[config.mk]
export PLATFORM = sky130hd
export DESIGN_NAME = writeback_stage_flat
export DESIGN_NICKNAME = d
export VERILOG_FILES = /design/src/rtl/pipeline_pkg.sv /design/src/rtl/writeback_stage_if.sv /design/src/rtl/load_align.sv /design/src/rtl/writeback_stage.sv /design/src/flat_wrapper.sv
export SDC_FILE = /design/constraint.sdc
export NUM_CORES = 1
export LEC_CHECK = 0
export ABC_CLOCK_PERIOD_IN_PS = 3800
export BUFFER_PORTS_ARGS = -buffer_cell sky130_fd_sc_hd__buf_2
export CELL_PAD_IN_SITES_DETAIL_PLACEMENT = 1
export CELL_PAD_IN_SITES_GLOBAL_PLACEMENT = 1
export CORE_MARGIN = 4
export CORE_UTILIZATION = 40
export DETAILED_ROUTE_END_ITERATION = 16
export PLACE_DENSITY = 0.89
export SLEW_MARGIN = 20
export SYNTH_ARGS = -nofsm -noshare
export SYNTH_HDL_FRONTEND = slang
export SYNTH_SLANG_ARGS = --single-unit
[constraint.sdc]
create_clock -name clk -period 3.8 [get_ports clk]
set_clock_uncertainty 0.05 [all_clocks]
set_input_delay 0 -clock clk [delete_from_list [all_inputs] [get_ports clk]]
set_output_delay 0 -clock clk [all_outputs]
set_load 0.05 [all_outputs]
[src/rtl/pipeline_pkg.sv]
// rtl/pipeline_pkg.sv - shared widths, load-size encodings and WB register layout
package pipeline_pkg;

  localparam int GPR_W      = 32;
  localparam int REG_ADDR_W = 5;

  localparam logic [1:0] LOAD_BYTE = 2'b00;
  localparam logic [1:0] LOAD_HALF = 2'b01;
  localparam logic [1:0] LOAD_WORD = 2'b10;

  localparam logic [REG_ADDR_W-1:0] REG_ZERO = 5'd0;

  typedef struct packed {
    logic                  valid;
    logic                  reg_write;
    logic                  mem_to_reg;
    logic [1:0]            load_size;
    logic                  load_unsigned;
    logic [1:0]            addr_lo;
    logic [GPR_W-1:0]      alu_result;
    logic [GPR_W-1:0]      read_data;
    logic [REG_ADDR_W-1:0] dest;
  } wb_reg_t;

endpackage

[src/rtl/writeback_stage_if.sv]
// rtl/writeback_stage_if.sv - MEM-to-WB bundle with MEM (master) and WB (slave) views
interface writeback_stage_if;

  logic                                  mem_valid;
  logic                                  mem_reg_write;
  logic                                  mem_mem_to_reg;
  logic [1:0]                            mem_load_size;
  logic                                  mem_load_unsigned;
  logic [1:0]                            mem_addr_lo;
  logic [pipeline_pkg::GPR_W-1:0]        mem_alu_result;
  logic [pipeline_pkg::GPR_W-1:0]        mem_read_data;
  logic [pipeline_pkg::REG_ADDR_W-1:0]   mem_write_register;

  modport master (
    output mem_valid, mem_reg_write, mem_mem_to_reg, mem_load_size,
           mem_load_unsigned, mem_addr_lo, mem_alu_result, mem_read_data,
           mem_write_register
  );

  modport slave (
    input  mem_valid, mem_reg_write, mem_mem_to_reg, mem_load_size,
           mem_load_unsigned, mem_addr_lo, mem_alu_result, mem_read_data,
           mem_write_register
  );

endinterface

[src/rtl/load_align.sv]
// rtl/load_align.sv - big-endian sub-word load extractor with misalignment flag
module load_align
  import pipeline_pkg::*;
(
  input  logic [1:0]       load_size,
  input  logic             load_unsigned,
  input  logic [1:0]       addr_lo,
  input  logic [GPR_W-1:0] read_data,
  output logic [GPR_W-1:0] data,
  output logic             misaligned
);

  logic [7:0]  byte_sel;
  logic [15:0] half_sel;

  // Select the addressed byte/half (byte 0 is the MSB) and extend to a full word.
  always_comb begin
    data       = read_data;
    misaligned = 1'b0;
    byte_sel   = read_data[7:0];
    half_sel   = addr_lo[1] ? read_data[15:0] : read_data[31:16];
    case (addr_lo)
      2'd0:    byte_sel = read_data[31:24];
      2'd1:    byte_sel = read_data[23:16];
      2'd2:    byte_sel = read_data[15:8];
      default: byte_sel = read_data[7:0];
    endcase
    case (load_size)
      LOAD_BYTE: data = load_unsigned ? {24'b0, byte_sel} : {{24{byte_sel[7]}}, byte_sel};
      LOAD_HALF: begin
        data       = load_unsigned ? {16'b0, half_sel} : {{16{half_sel[15]}}, half_sel};
        misaligned = addr_lo[0];
      end
      // Reserved size 11 behaves as a word load.
      default: begin
        data       = read_data;
        misaligned = (addr_lo != 2'd0);
      end
    endcase
  end

endmodule

[src/rtl/writeback_stage.sv]
// rtl/writeback_stage.sv - MEM/WB register, load write-back and retire counter; WRITEBACK_BYPASS_EN adds decode bypass
module writeback_stage
  import pipeline_pkg::*;
#(
  parameter int RETIRE_W = 32
) (
  input  logic                  clk,
  input  logic                  rst,
  input  logic                  stall,
  input  logic                  flush,
`ifdef WRITEBACK_BYPASS_EN
  input  logic [REG_ADDR_W-1:0] rd_reg1,
  input  logic [REG_ADDR_W-1:0] rd_reg2,
  output logic                  fwd_sel1,
  output logic                  fwd_sel2,
  output logic [GPR_W-1:0]      fwd_data,
`endif
  writeback_stage_if.slave      mem,
  output logic [REG_ADDR_W-1:0] write_register,
  output logic [GPR_W-1:0]      write_data,
  output logic                  Reg_write,
  output logic                  align_err,
  output logic [RETIRE_W-1:0]   retired_count
);

  wb_reg_t             wb_q, wb_d;
  logic [RETIRE_W-1:0] retired_q, retired_d;
  logic [GPR_W-1:0]    load_data;
  logic                load_misaligned;
  logic                commit;
  logic                misaligned;

  // Flush inserts a bubble and wins over stall; stall holds every field.
  always_comb begin
    wb_d = wb_q;
    if (flush) begin
      wb_d.valid = 1'b0;
    end else if (!stall) begin
      wb_d.valid         = mem.mem_valid;
      wb_d.reg_write     = mem.mem_reg_write;
      wb_d.mem_to_reg    = mem.mem_mem_to_reg;
      wb_d.load_size     = mem.mem_load_size;
      wb_d.load_unsigned = mem.mem_load_unsigned;
      wb_d.addr_lo       = mem.mem_addr_lo;
      wb_d.alu_result    = mem.mem_alu_result;
      wb_d.read_data     = mem.mem_read_data;
      wb_d.dest          = mem.mem_write_register;
    end
  end

  // WB pipeline register and retire counter.
  always_ff @(posedge clk or posedge rst) begin
    if (rst) begin
      wb_q      <= '0;
      retired_q <= '0;
    end else begin
      wb_q      <= wb_d;
      retired_q <= retired_d;
    end
  end

  load_align u_load_align (
    .load_size     (wb_q.load_size),
    .load_unsigned (wb_q.load_unsigned),
    .addr_lo       (wb_q.addr_lo),
    .read_data     (wb_q.read_data),
    .data          (load_data),
    .misaligned    (load_misaligned)
  );

  // Commit decision and register-bank write port; misaligned loads retire without writing.
  always_comb begin
    commit         = wb_q.valid & ~stall;
    misaligned     = wb_q.mem_to_reg & load_misaligned;
    Reg_write      = commit & wb_q.reg_write & (wb_q.dest != REG_ZERO) & ~misaligned;
    write_data     = wb_q.mem_to_reg ? load_data : wb_q.alu_result;
    write_register = wb_q.dest;
    align_err      = commit & misaligned;
    retired_d      = commit ? retired_q + RETIRE_W'(1) : retired_q;
    retired_count  = retired_q;
  end

`ifdef WRITEBACK_BYPASS_EN
  logic             fwd_sel1_q, fwd_sel1_d;
  logic             fwd_sel2_q, fwd_sel2_d;
  logic [GPR_W-1:0] fwd_data_q, fwd_data_d;

  // Capture this edge's bank write so decode can override the stale registered read.
  always_comb begin
    fwd_sel1_d = Reg_write & (write_register == rd_reg1);
    fwd_sel2_d = Reg_write & (write_register == rd_reg2);
    fwd_data_d = write_data;
  end

  // Bypass registers, aligned with the bank's registered read data.
  always_ff @(posedge clk or posedge rst) begin
    if (rst) begin
      fwd_sel1_q <= 1'b0;
      fwd_sel2_q <= 1'b0;
      fwd_data_q <= '0;
    end else begin
      fwd_sel1_q <= fwd_sel1_d;
      fwd_sel2_q <= fwd_sel2_d;
      fwd_data_q <= fwd_data_d;
    end
  end

  assign fwd_sel1 = fwd_sel1_q;
  assign fwd_sel2 = fwd_sel2_q;
  assign fwd_data = fwd_data_q;
`endif

endmodule

[src/flat_wrapper.sv]
// flat-port wrapper written by rule: the top's interface ports become plain ports
module writeback_stage_flat import pipeline_pkg::*;
#(
  parameter int RETIRE_W = 32
)
  (clk, rst, stall, flush, write_register, write_data, Reg_write, align_err, retired_count, mem_mem_valid, mem_mem_reg_write, mem_mem_mem_to_reg, mem_mem_load_size, mem_mem_load_unsigned, mem_mem_addr_lo, mem_mem_alu_result, mem_mem_read_data, mem_mem_write_register);
  writeback_stage_if mem_i ();
  input  logic clk;
  input  logic rst;
  input  logic stall;
  input  logic flush;
  output logic [REG_ADDR_W-1:0] write_register;
  output logic [GPR_W-1:0] write_data;
  output logic Reg_write;
  output logic align_err;
  output logic [RETIRE_W-1:0] retired_count;
  input wire logic [$bits(mem_i.mem_valid)-1:0] mem_mem_valid;
  input wire logic [$bits(mem_i.mem_reg_write)-1:0] mem_mem_reg_write;
  input wire logic [$bits(mem_i.mem_mem_to_reg)-1:0] mem_mem_mem_to_reg;
  input wire logic [$bits(mem_i.mem_load_size)-1:0] mem_mem_load_size;
  input wire logic [$bits(mem_i.mem_load_unsigned)-1:0] mem_mem_load_unsigned;
  input wire logic [$bits(mem_i.mem_addr_lo)-1:0] mem_mem_addr_lo;
  input wire logic [$bits(mem_i.mem_alu_result)-1:0] mem_mem_alu_result;
  input wire logic [$bits(mem_i.mem_read_data)-1:0] mem_mem_read_data;
  input wire logic [$bits(mem_i.mem_write_register)-1:0] mem_mem_write_register;
  assign mem_i.mem_valid = mem_mem_valid;
  assign mem_i.mem_reg_write = mem_mem_reg_write;
  assign mem_i.mem_mem_to_reg = mem_mem_mem_to_reg;
  assign mem_i.mem_load_size = mem_mem_load_size;
  assign mem_i.mem_load_unsigned = mem_mem_load_unsigned;
  assign mem_i.mem_addr_lo = mem_mem_addr_lo;
  assign mem_i.mem_alu_result = mem_mem_alu_result;
  assign mem_i.mem_read_data = mem_mem_read_data;
  assign mem_i.mem_write_register = mem_mem_write_register;
  writeback_stage #(.RETIRE_W(RETIRE_W)) u_core (.clk(clk), .rst(rst), .stall(stall), .flush(flush), .mem(mem_i), .write_register(write_register), .write_data(write_data), .Reg_write(Reg_write), .align_err(align_err), .retired_count(retired_count));
endmodule
-- Word level (Yosys, flattened, before mapping)
Cells that the tools add are included.
- flip-flop bits (word level): 109
- input port bits: 81
- output and inout port bits: 71
- word-level logic and storage cells: 38
- $add $sub $neg: 1
- eq/ne operators: 4
- muxes and demuxes: 9
- bitwise operators: 9
- reductions and logical operators: 5
- operators by type and width (cell ; count):
    $mux 32 ; 3
    $mux 77 ; 1
    $pmux 32 s2 ; 1
    $add 32x1->32 const B ; 1
    $pmux 8 s3 ; 1
    $mux 16 ; 1
    $and 1x1->1 ; 6
    $reduce_bool 5->1 ; 1
    $eq 2x1->1 const B ; 2
    $logic_not 2->1 ; 2
    $not 1->1 ; 3
    $eq 2x2->1 const B ; 1
    $ne 2x1->1 const B ; 1
    $pmux 1 s2 ; 1
    $reduce_and 2->1 ; 1
    $reduce_bool 2->1 ; 1
    $mux 1 ; 1

-- Logic depth before layout (Yosys ltp)
Gate-level depths: netlist of the first run.
- word-level depth: 5
- mapped depth: 6
- mapped depth without buffers: 5

-- Modules after synthesis
From an unflattened synthesis of the first run, not the netlist that was laid out.
- cells, all modules: 443
- area total of the unflattened synthesis: 5489.0 µm²
- modules (own cells, without submodules) (module ; instances ; cells each ; area an instance (µm²) ; seq. area each (µm²)):
    writeback_stage ; 1 ; 330 ; 4734.5 ; 2727.6
    load_align ; 1 ; 113 ; 754.5 ; 0.0

-- Least setup slack after synthesis of the first run
No wires, ideal clock.
- path kind: reg-to-output
- start point: register u_core.wb_q[69] (netlist name)
- end point: output port write_data[10]
- arrival time: 2089 ps
- required time: 3750 ps
- setup slack: 1661 ps
- cell stages (with the launch flop): 6
- path buffers: 1
- cell sequence: dfrtp_1 -> mux4_2 -> nor3b_4 -> nand2b_1 -> buf_6 -> a31oi_1
- longest elaborated chain between the ends: 5
- elaborated cells between the ends (all ways): 7
- ends and longest elaborated chain (element ; line ; text):
    from (decl) ; writeback_stage.sv:26 ; wb_reg_t wb_q, wb_d;
    from (signal assigned) ; writeback_stage.sv:57 ; wb_q <= wb_d;
    $eq 2x2->1, or another cell as far along ; load_align.sv:22 ; case (addr_lo)
    $pmux 8 s3 * ; load_align.sv:22 ;
    $mux 32 * ; load_align.sv:29 ; LOAD_BYTE: data = load_unsigned ? {24'b0, byte_sel} : {{24{byte_sel[7]}}, byte_sel};
    $pmux 32 s2 * ; load_align.sv:28 ; case (load_size)
    $mux 32 * ; writeback_stage.sv:76 ; write_data = wb_q.mem_to_reg ? load_data : wb_q.alu_result;
    to (decl) ; flat_wrapper.sv:13 ; output logic [GPR_W-1:0] write_data;
Every way passes the cells marked *; elsewhere a longest branch is shown, timed or not.

-- Worst setup path in the final report of the first run
- start point: register u_core.wb_q[70] (netlist name)
- end point: output port write_data[18]
- longest elaborated chain between the ends: 5
- elaborated cells between the ends (all ways): 9
- ends and longest elaborated chain (element ; line):
    $eq 2x2->1, or another cell as far along ; load_align.sv:22
    $pmux 8 s3 ; load_align.sv:22
    $mux 32 ; load_align.sv:29
    $pmux 32 s2 * ; load_align.sv:28
    $mux 32 * ; writeback_stage.sv:76
Marked as above.

==> key figures, run 1 <==
Power
  – Power share of the clock group: 25.0%
  – P_int: 2.17 mW
  – Leak: 3.32 nW
  – Pwr Density: 503 nW/um^2
  – Sequential Power Share: 40.3%
  – Max IR drop VDD: 0.000388 V
  – Net Sw Frac: 39.3%
  – NetSw: 1.41 mW
  – Logic pwr share: 34.7%

Routing
  – DR WL/cell: 21.3 um
  – DR vias: 4439
  – Post-detailed-route count of antenna-violating nets: 0
  – DRC Markers: 0
  – DRT met1 WL: 6760 um
  – Vias per inst: 5.29
  – Met3 wire length: 739 um
  – Highest metal layer with signal wires: met4
  – Total Wirelength: 17900 um
  – Starting DRT DRC Count: 305
  – Wire length on met2: 9740 um
  – First-pass DRT Iterations: 4

Clock tree
  – Total CTS buffers: 9
  – Cts repair resizes: 0
  – H-tree lvl count: 3
  – CTS Sinks: 109
  – Root buffer cell: clkbuf_16
  – Clock Pin Slew Worst Setup and Hold Paths: 0.07 ns
  – TritonCTS clock tree: yes
  – Clock Path Buffers: 2
  – Postcts setup bufs: 0
  – Clk_lat worst skew: 0.35 ns

Outcome
  – Status: complete, no violations

Placed design
  – Setup Slack @ Placement: 1.45 ns
  – # port buffers: 151
  – Detailed placement HPWL: 10800 um
  – DP Cell Count: 744
  – GPL Wtd Cong: 0.778

Finish
  – Non-filler cells, final: 839
  – Util after Layout: 56.2%
  – Syn-to-layout area delta: 37.1%
  – Nets: 744
  – Layout cells sized above 1: 38.2%
  – # fillers: 1361

Yosys
  – Count leader, synth: dfrtp_1
  – Post-synthesis cell area: 5190 sq um
  – Synth top area share: 52.5%
  – Synth top area cells: dfrtp_1 (53%), mux2_2 (15%), xnor2_1 (4.4%)
  – Main synth FF type: dfrtp_1
  – Synth Register Bits: 109
  – Post-synth top area cell: dfrtp_1
  – Post-synth cell types: 41
  – Ys Warns: 0
  – Synth Area per Inst: 11.6 sq um
  – Async SR Flop Fraction: 100%
  – Number of synthesized flops with an enable pin: 0
  – Register area share after synthesis: 52.5%
  – Post-Syn Instances: 449
  – Synthesized net count: 531
  – Synth top cells by count: dfrtp_1 (109), mux2_2 (69), nand2_1 (36)

Global routing
  – Largest net degree at the start of global routing: 82
  – Remaining global-route overflow: 0
  – Vias in the first global route: 4959
  – Tot GR Track Use: 24.6%
  – First-pass GRT wire length: 27800 um
  – Initial antenna violation count: 2

Timing
  – RSZ-0062 raised after global routing: no
  – Tightest Pin Transition: 1.00 ns
  – Final min period: 2.74 ns
  – Max-Slew Margin vs Limit: 32.7%
  – Final Hold Viols: 0
  – Final setup margin: 1.06 ns
  – Setup Viol. Count Final: 0
  – Max Slew Vio Count: 0
  – Final period utilization: 72.1%
  – Fmax: 365 MHz
  – Setup_tns: 0 ns

Worst setup path
  – Kind of critical path: register to primary output
  – Crit path max-delay family: flip-flops
  – Worst setup EP type: primary output
  – Crit Path Max Fanout: 16
  – CP Data Required Time: 3.75 ns
  – Crit path cell chain: mux4_2 > nor3b_4 > o21ai_4 > a21oi_1 > buf_2
  – R2R setup slack: 1.46 ns
  – WP data arrival: 2.69 ns
  – Slowest CP cell: dfrtp_1
  – Count of buffer and inverter cells on the critical path: 1
  – CP Launch Type: register
  – Max incr delay on CP: 0.75 ns

Die
  – Die footprint: 14900 sq um
  – Ports: 152
  – Chip height: 122 um
  – Initial core utilization: 41.0%
  – Die X: 122 um
  – Core Rows: 41
  – Placeable Area: 12700 sq um

Worst hold path
  – Worst hold path class: input port to register

Flow run
  – Max_cap viols: 0
==> worst min-delay path, stage by stage <==
cell and delay [ns]:
buf_2 0.15, nand2b_1 0.22, xnor2_1 0.10
==> what timing repair did <==
| action | in CTS | in global routing |
|---|---|---|
| hold buffers | 79 | 0 |
| hold endpoints to repair | 157 | 0 |
| setup endpoints to repair | 0 | 0 |
==> cell families after synthesis <==
group | after synthesis | synth area share, %
AOI/OAI and AO/OA | 71 | 9.62
xor gates and xnor gates | 31 | 5.23
adders and majority gates | 1 | 0.241
buffers and inverters | 43 | 4.10
DFF | 109 | 52.5
muxes | 79 | 17.1
and+or+nand+nor | 115 | 11.1
==> sequential cells by signal, indices dropped and copies added, names as in the netlist <==
| signal | cells |
|---|---|
| u_core.wb_q | 72 |
| u_core.retired_count | 32 |
| u_core.write_register | 5 |
==> power by group through the flow <==
stage | Sequential, mW | Clock [mW] | Combinational (mW)
2_1_floorplan | 1.46 | 0 | 0.835
3_3_place_gp | 1.44 | 0 | 1.11
3_5_place_dp | 1.45 | 0 | 1.14
4_1_cts | 1.43 | 0.902 | 1.21
5_1_grt | 1.46 | 0.963 | 1.31
6_report | 1.45 | 0.895 | 1.24
==> cell type report <==
class	instances	area [sq um]	share of cell area [%]
diodes	2	5.00	0.0703
flip-flops and latches	109	2730	38.3
clock buffers	13	260	3.66
inverters	11	46.3	0.650
well taps	172	215	3.02
repair buffers	234	1590	22.3
multi-input cells	297	2270	31.8
clock inverters	1	7.51	0.105
==> layout by cell type, fill, tap and decap left out, types with 9 or more instances in the layout <==
cell / synthesis / routed
inv_1: 11 / 10
mux2i_1: 9 / 9
buf_2: 11 / 151
mux2_2: 69 / 69
a21oi_2: 10 / 10
nand2_1: 36 / 36
dfrtp_1: 109 / 108
nand3_1: 12 / 12
dlygate4sd3_1: 0 / 79
clkbuf_16: 0 / 9
xnor2_1: 26 / 26
nor2_1: 31 / 30
o21ai_0: 17 / 17
==> per-stage QoR <==
stage | hold slack [ns] | instance area, sq um | total power [mW]
4_1_cts | 0.0771 | 7100 | 3.54
5_1_grt | 0.125 | 7120 | 3.73
3_3_place_gp | 0.154 | 6040 | 2.55
2_1_floorplan | 0.0164 | 5190 | 2.29
6_report | 0.115 | 7120 | 3.58
3_5_place_dp | 0.159 | 6040 | 2.59
==> layer usage <==
metal / track usage (%) / vias to the layer above
li1: - / 2007
met1: 28.4 / 2260
met2: 44.6 / 131
met3: 3.99 / 41
met4: 11.3 / 0
met5: 0 / -
==> worst paths after layout <==
check	end	from	cells after the start
worst max-delay path	write_data[18]	u_core.wb_q[70]	5
worst min-delay path	u_core.retired_count[0]	stall	3
worst max register to register	u_core.retired_count[24]	u_core.retired_count[0]	5
worst min register to register	u_core.retired_count[25]	u_core.retired_count[25]	1
max in group asynchronous	u_core.retired_count[28]	rst	4
min in group asynchronous	u_core.wb_q[6]	rst	3
Power figures use the tool's default switching activity.
==> run 2, diff against run 1 <==
Settings changed: ABC_CLOCK_PERIOD_IN_PS 3800 to 2400, CORE_UTILIZATION 40 to 36, PLACE_DENSITY 0.89 to 0.85.
Clock period 3.8 ns to 2.4 ns, I/O delays scaled along.
==> run 2 against run 1 <==
Compared with the run above: setup slack worse by 1.0 ns; register-to-register slack worse by 0.88 ns; worst hold slack got worse by 0.071 ns; combinational power increased by 69%; flip-flop and latch count is the same; first-iteration DRC count decreased by 25%; largest power group unchanged.
==> key figures, run 2 (synthesized netlist as in run 1, its figures left out) <==
Outcome
  – Status: complete, no violations

Timing
  – Max Slew Vio Count: 0 (unchanged)
  – RSZ-0062 raised after global routing: yes
  – Tightest Pin Transition: 0.676 ns (-0.324 ns)
  – Setup Viol. Count Final: 0 (unchanged)
  – Setup_tns: 0 ns (unchanged)
  – Max-Slew Margin vs Limit: 54.8% (+22 points)
  – Final Hold Viols: 0 (unchanged)
  – Final period utilization: 99.3%
  – Fmax: 420 MHz
  – Final min period: 2.38 ns

Routing
  – Vias per inst: 5.27 (-0.34%)
  – DRC Markers: 0 (unchanged)
  – DRT met1 WL: 7100 um (+5.0%)
  – First-pass DRT Iterations: 4 (unchanged)
  – Total Wirelength: 18600 um (+4.2%)
  – DR WL/cell: 21.6 um (+1.6%)
  – DR vias: 4540 (+2.3%)
  – Wire length on met2: 9870 um (+1.3%)
  – Met3 wire length: 891 um (+21%)
  – Starting DRT DRC Count: 229 (-25%)
  – Post-detailed-route count of antenna-violating nets: 0 (unchanged)
  – Highest metal layer with signal wires: met4

Global routing
  – Initial antenna violation count: 2 (unchanged)
  – Remaining global-route overflow: 0 (unchanged)
  – Tot GR Track Use: 22.6% (-2.0 points)
  – Largest net degree at the start of global routing: 83 (+1.2%)
  – Vias in the first global route: 5027 (+1.4%)
  – First-pass GRT wire length: 28500 um (+2.4%)

Clock tree
  – Clock Pin Slew Worst Setup and Hold Paths: 0.08 ns (about the same)
  – TritonCTS clock tree: yes
  – CTS Sinks: 109 (unchanged)
  – Clock Path Buffers: 2 (unchanged)
  – Clk_lat worst skew: 0.36 ns (about the same)
  – Root buffer cell: clkbuf_16
  – Total CTS buffers: 9 (unchanged)
  – H-tree lvl count: 3 (unchanged)

Die
  – Chip height: 128 um (+5.1%)
  – Ports: 152 (unchanged)
  – Core Rows: 43 (+4.9%)
  – Placeable Area: 14000 sq um (+10%)
  – Die X: 128 um (+5.1%)
  – Die footprint: 16400 sq um (+10%)
  – Initial core utilization: 37.1% (-3.9 points)

Finish
  – Most frequent cells in the layout: buf_2 (146), dfrtp_1 (106), dlygate4sd3_1 (79)
  – Largest register by flop count: u_core.wb_q
  – Syn-to-layout area delta: 41.3%
  – Most common cell after layout, fill and taps aside: buf_2
  – Non-filler cells, final: 861 (+2.6%)
  – Cell area after layout: 7330 sq um (+3.0%)
  – Largest register FFs: 72 (unchanged)
  – Nets: 756 (+1.6%)
  – Reg area: 2730 sq um (about the same)
  – Layout cells sized above 1: 40.9% (+2.7 points)
  – Multi-input combinational cell area: 2280 sq um (+0.77%)
  – # fillers: 1547 (+14%)

Placed design
  – Area after DPL: 6130 sq um (+1.5%)
  – GPL Wtd Cong: 0.818 (+5.1%)
  – # port buffers: 151 (unchanged)
  – DP Cell Count: 759 (+2.0%)
  – Detailed placement HPWL: 11300 um (+4.9%)

Flow run
  – Max_cap viols: 0 (unchanged)

Worst hold path
  – Worst hold path class: input port to register

Worst setup path
  – Crit Path Max Fanout: 7 (-9)
  – CP Data Required Time: 2.35 ns (-1.40 ns)
  – WP data arrival: 2.33 ns (-0.36 ns)
  – Worst setup EP type: primary output
  – CP Launch Type: register
  – Kind of critical path: register to primary output

Power
  – Pwr Density: 813 nW/um^2 (+61%)
  – Final Power: 5.96 mW (+66%)
  – Leak: 3.41 nW (+2.6%)
  – Max IR drop VDD: 0.000437 V (+12%)
==> run 2: cell count changes in the layout (fill, tap and decap cells not counted), moves of 2 or more <==
| cell | before | now |
|---|---|---|
| nor2_1 | 30 | 28 |
| nor2_2 | 0 | 2 |
| buf_12 | 1 | 3 |
| buf_4 | 3 | 16 |
| dfrtp_1 | 108 | 106 |
| clkbuf_1 | 2 | 0 |
| dfrtp_2 | 1 | 3 |
| buf_2 | 151 | 146 |
| clkbuf_8 | 2 | 0 |
| inv_8 | 0 | 2 |
==> run 2: final timing paths <==
check | startpoint | slack [ns] | cells past startpoint | end
max in group asynchronous | rst | 1.28 | 4 | u_core.wb_q[69]
hold / removal | stall | 0.04 | 3 | u_core.write_register[0]
setup / recovery | u_core.wb_q[69] | 0.02 | 6 | write_data[29]
min in group asynchronous | rst | 0.24 | 3 | u_core.retired_count[6]
hold reg to reg | u_core.retired_count[21] | 0.44 | 1 | u_core.retired_count[21]
setup reg to reg | u_core.retired_count[0] | 0.58 | 6 | u_core.retired_count[24]
==> run 2: area by class of cell <==
cell class                 count  share of cell area, %
clock buffer                   9                   3.07
timing repair buffer         246                   23.6
clock inverter                 7                   1.13
tap                          180                   3.07
sequential                   109                   37.2
inverter                      11                  0.614
antenna                        2                 0.0682
multi-input combinational    297                   31.2
==> run 2: where the power goes <==
| group | internal [mW] | switching, mW | total (mW) |
|---|---|---|---|
| logic | 0.719 | 1.38 | 2.10 |
| registers | 2.05 | 0.224 | 2.28 |
| clock network | 0.829 | 0.757 | 1.59 |
| total | 3.60 | 2.36 | 5.96 |
==> run 2: worst max-delay path, cell delays in order (launching register included) <==
cell       delay [ns]
dfrtp_2          0.41
mux4_2           0.52
nor3b_4          0.20
o21ai_4          0.35
clkbuf_16        0.23
a21oi_2          0.05
buf_2            0.21
==> run 2: stage by stage <==
stage	hold slack (ns)	setup WS, ns	util, %
final	0.0446	0.0165	52.4
after global routing	0.0564	-0.0386	52.4
after CTS	0.0318	0.0207	51.7
after detailed placement	0.0820	0.304	43.8
after global placement	0.0590	0.448	43.8
after floorplan	0.0164	0.261	-
==> run 2: routing by layer <==
metal  up-vias  GRT usage (%)
li1       2033              -
met1      2313           26.2
met2       144           40.0
met3        50           4.83
met4         0           10.2
met5         -              0
==> run 2: repair_timing <==
action | 4_1_cts | 5_1_grt
pin swaps | 0 | 1
hold buffers | 79 | 0
cloned | 0 | 1
resized for setup | 1 | 17
endpoints found under the hold margin | 103 | 0
endpoints found under the setup margin | 8 | 24
buffers inserted | 0 | 4
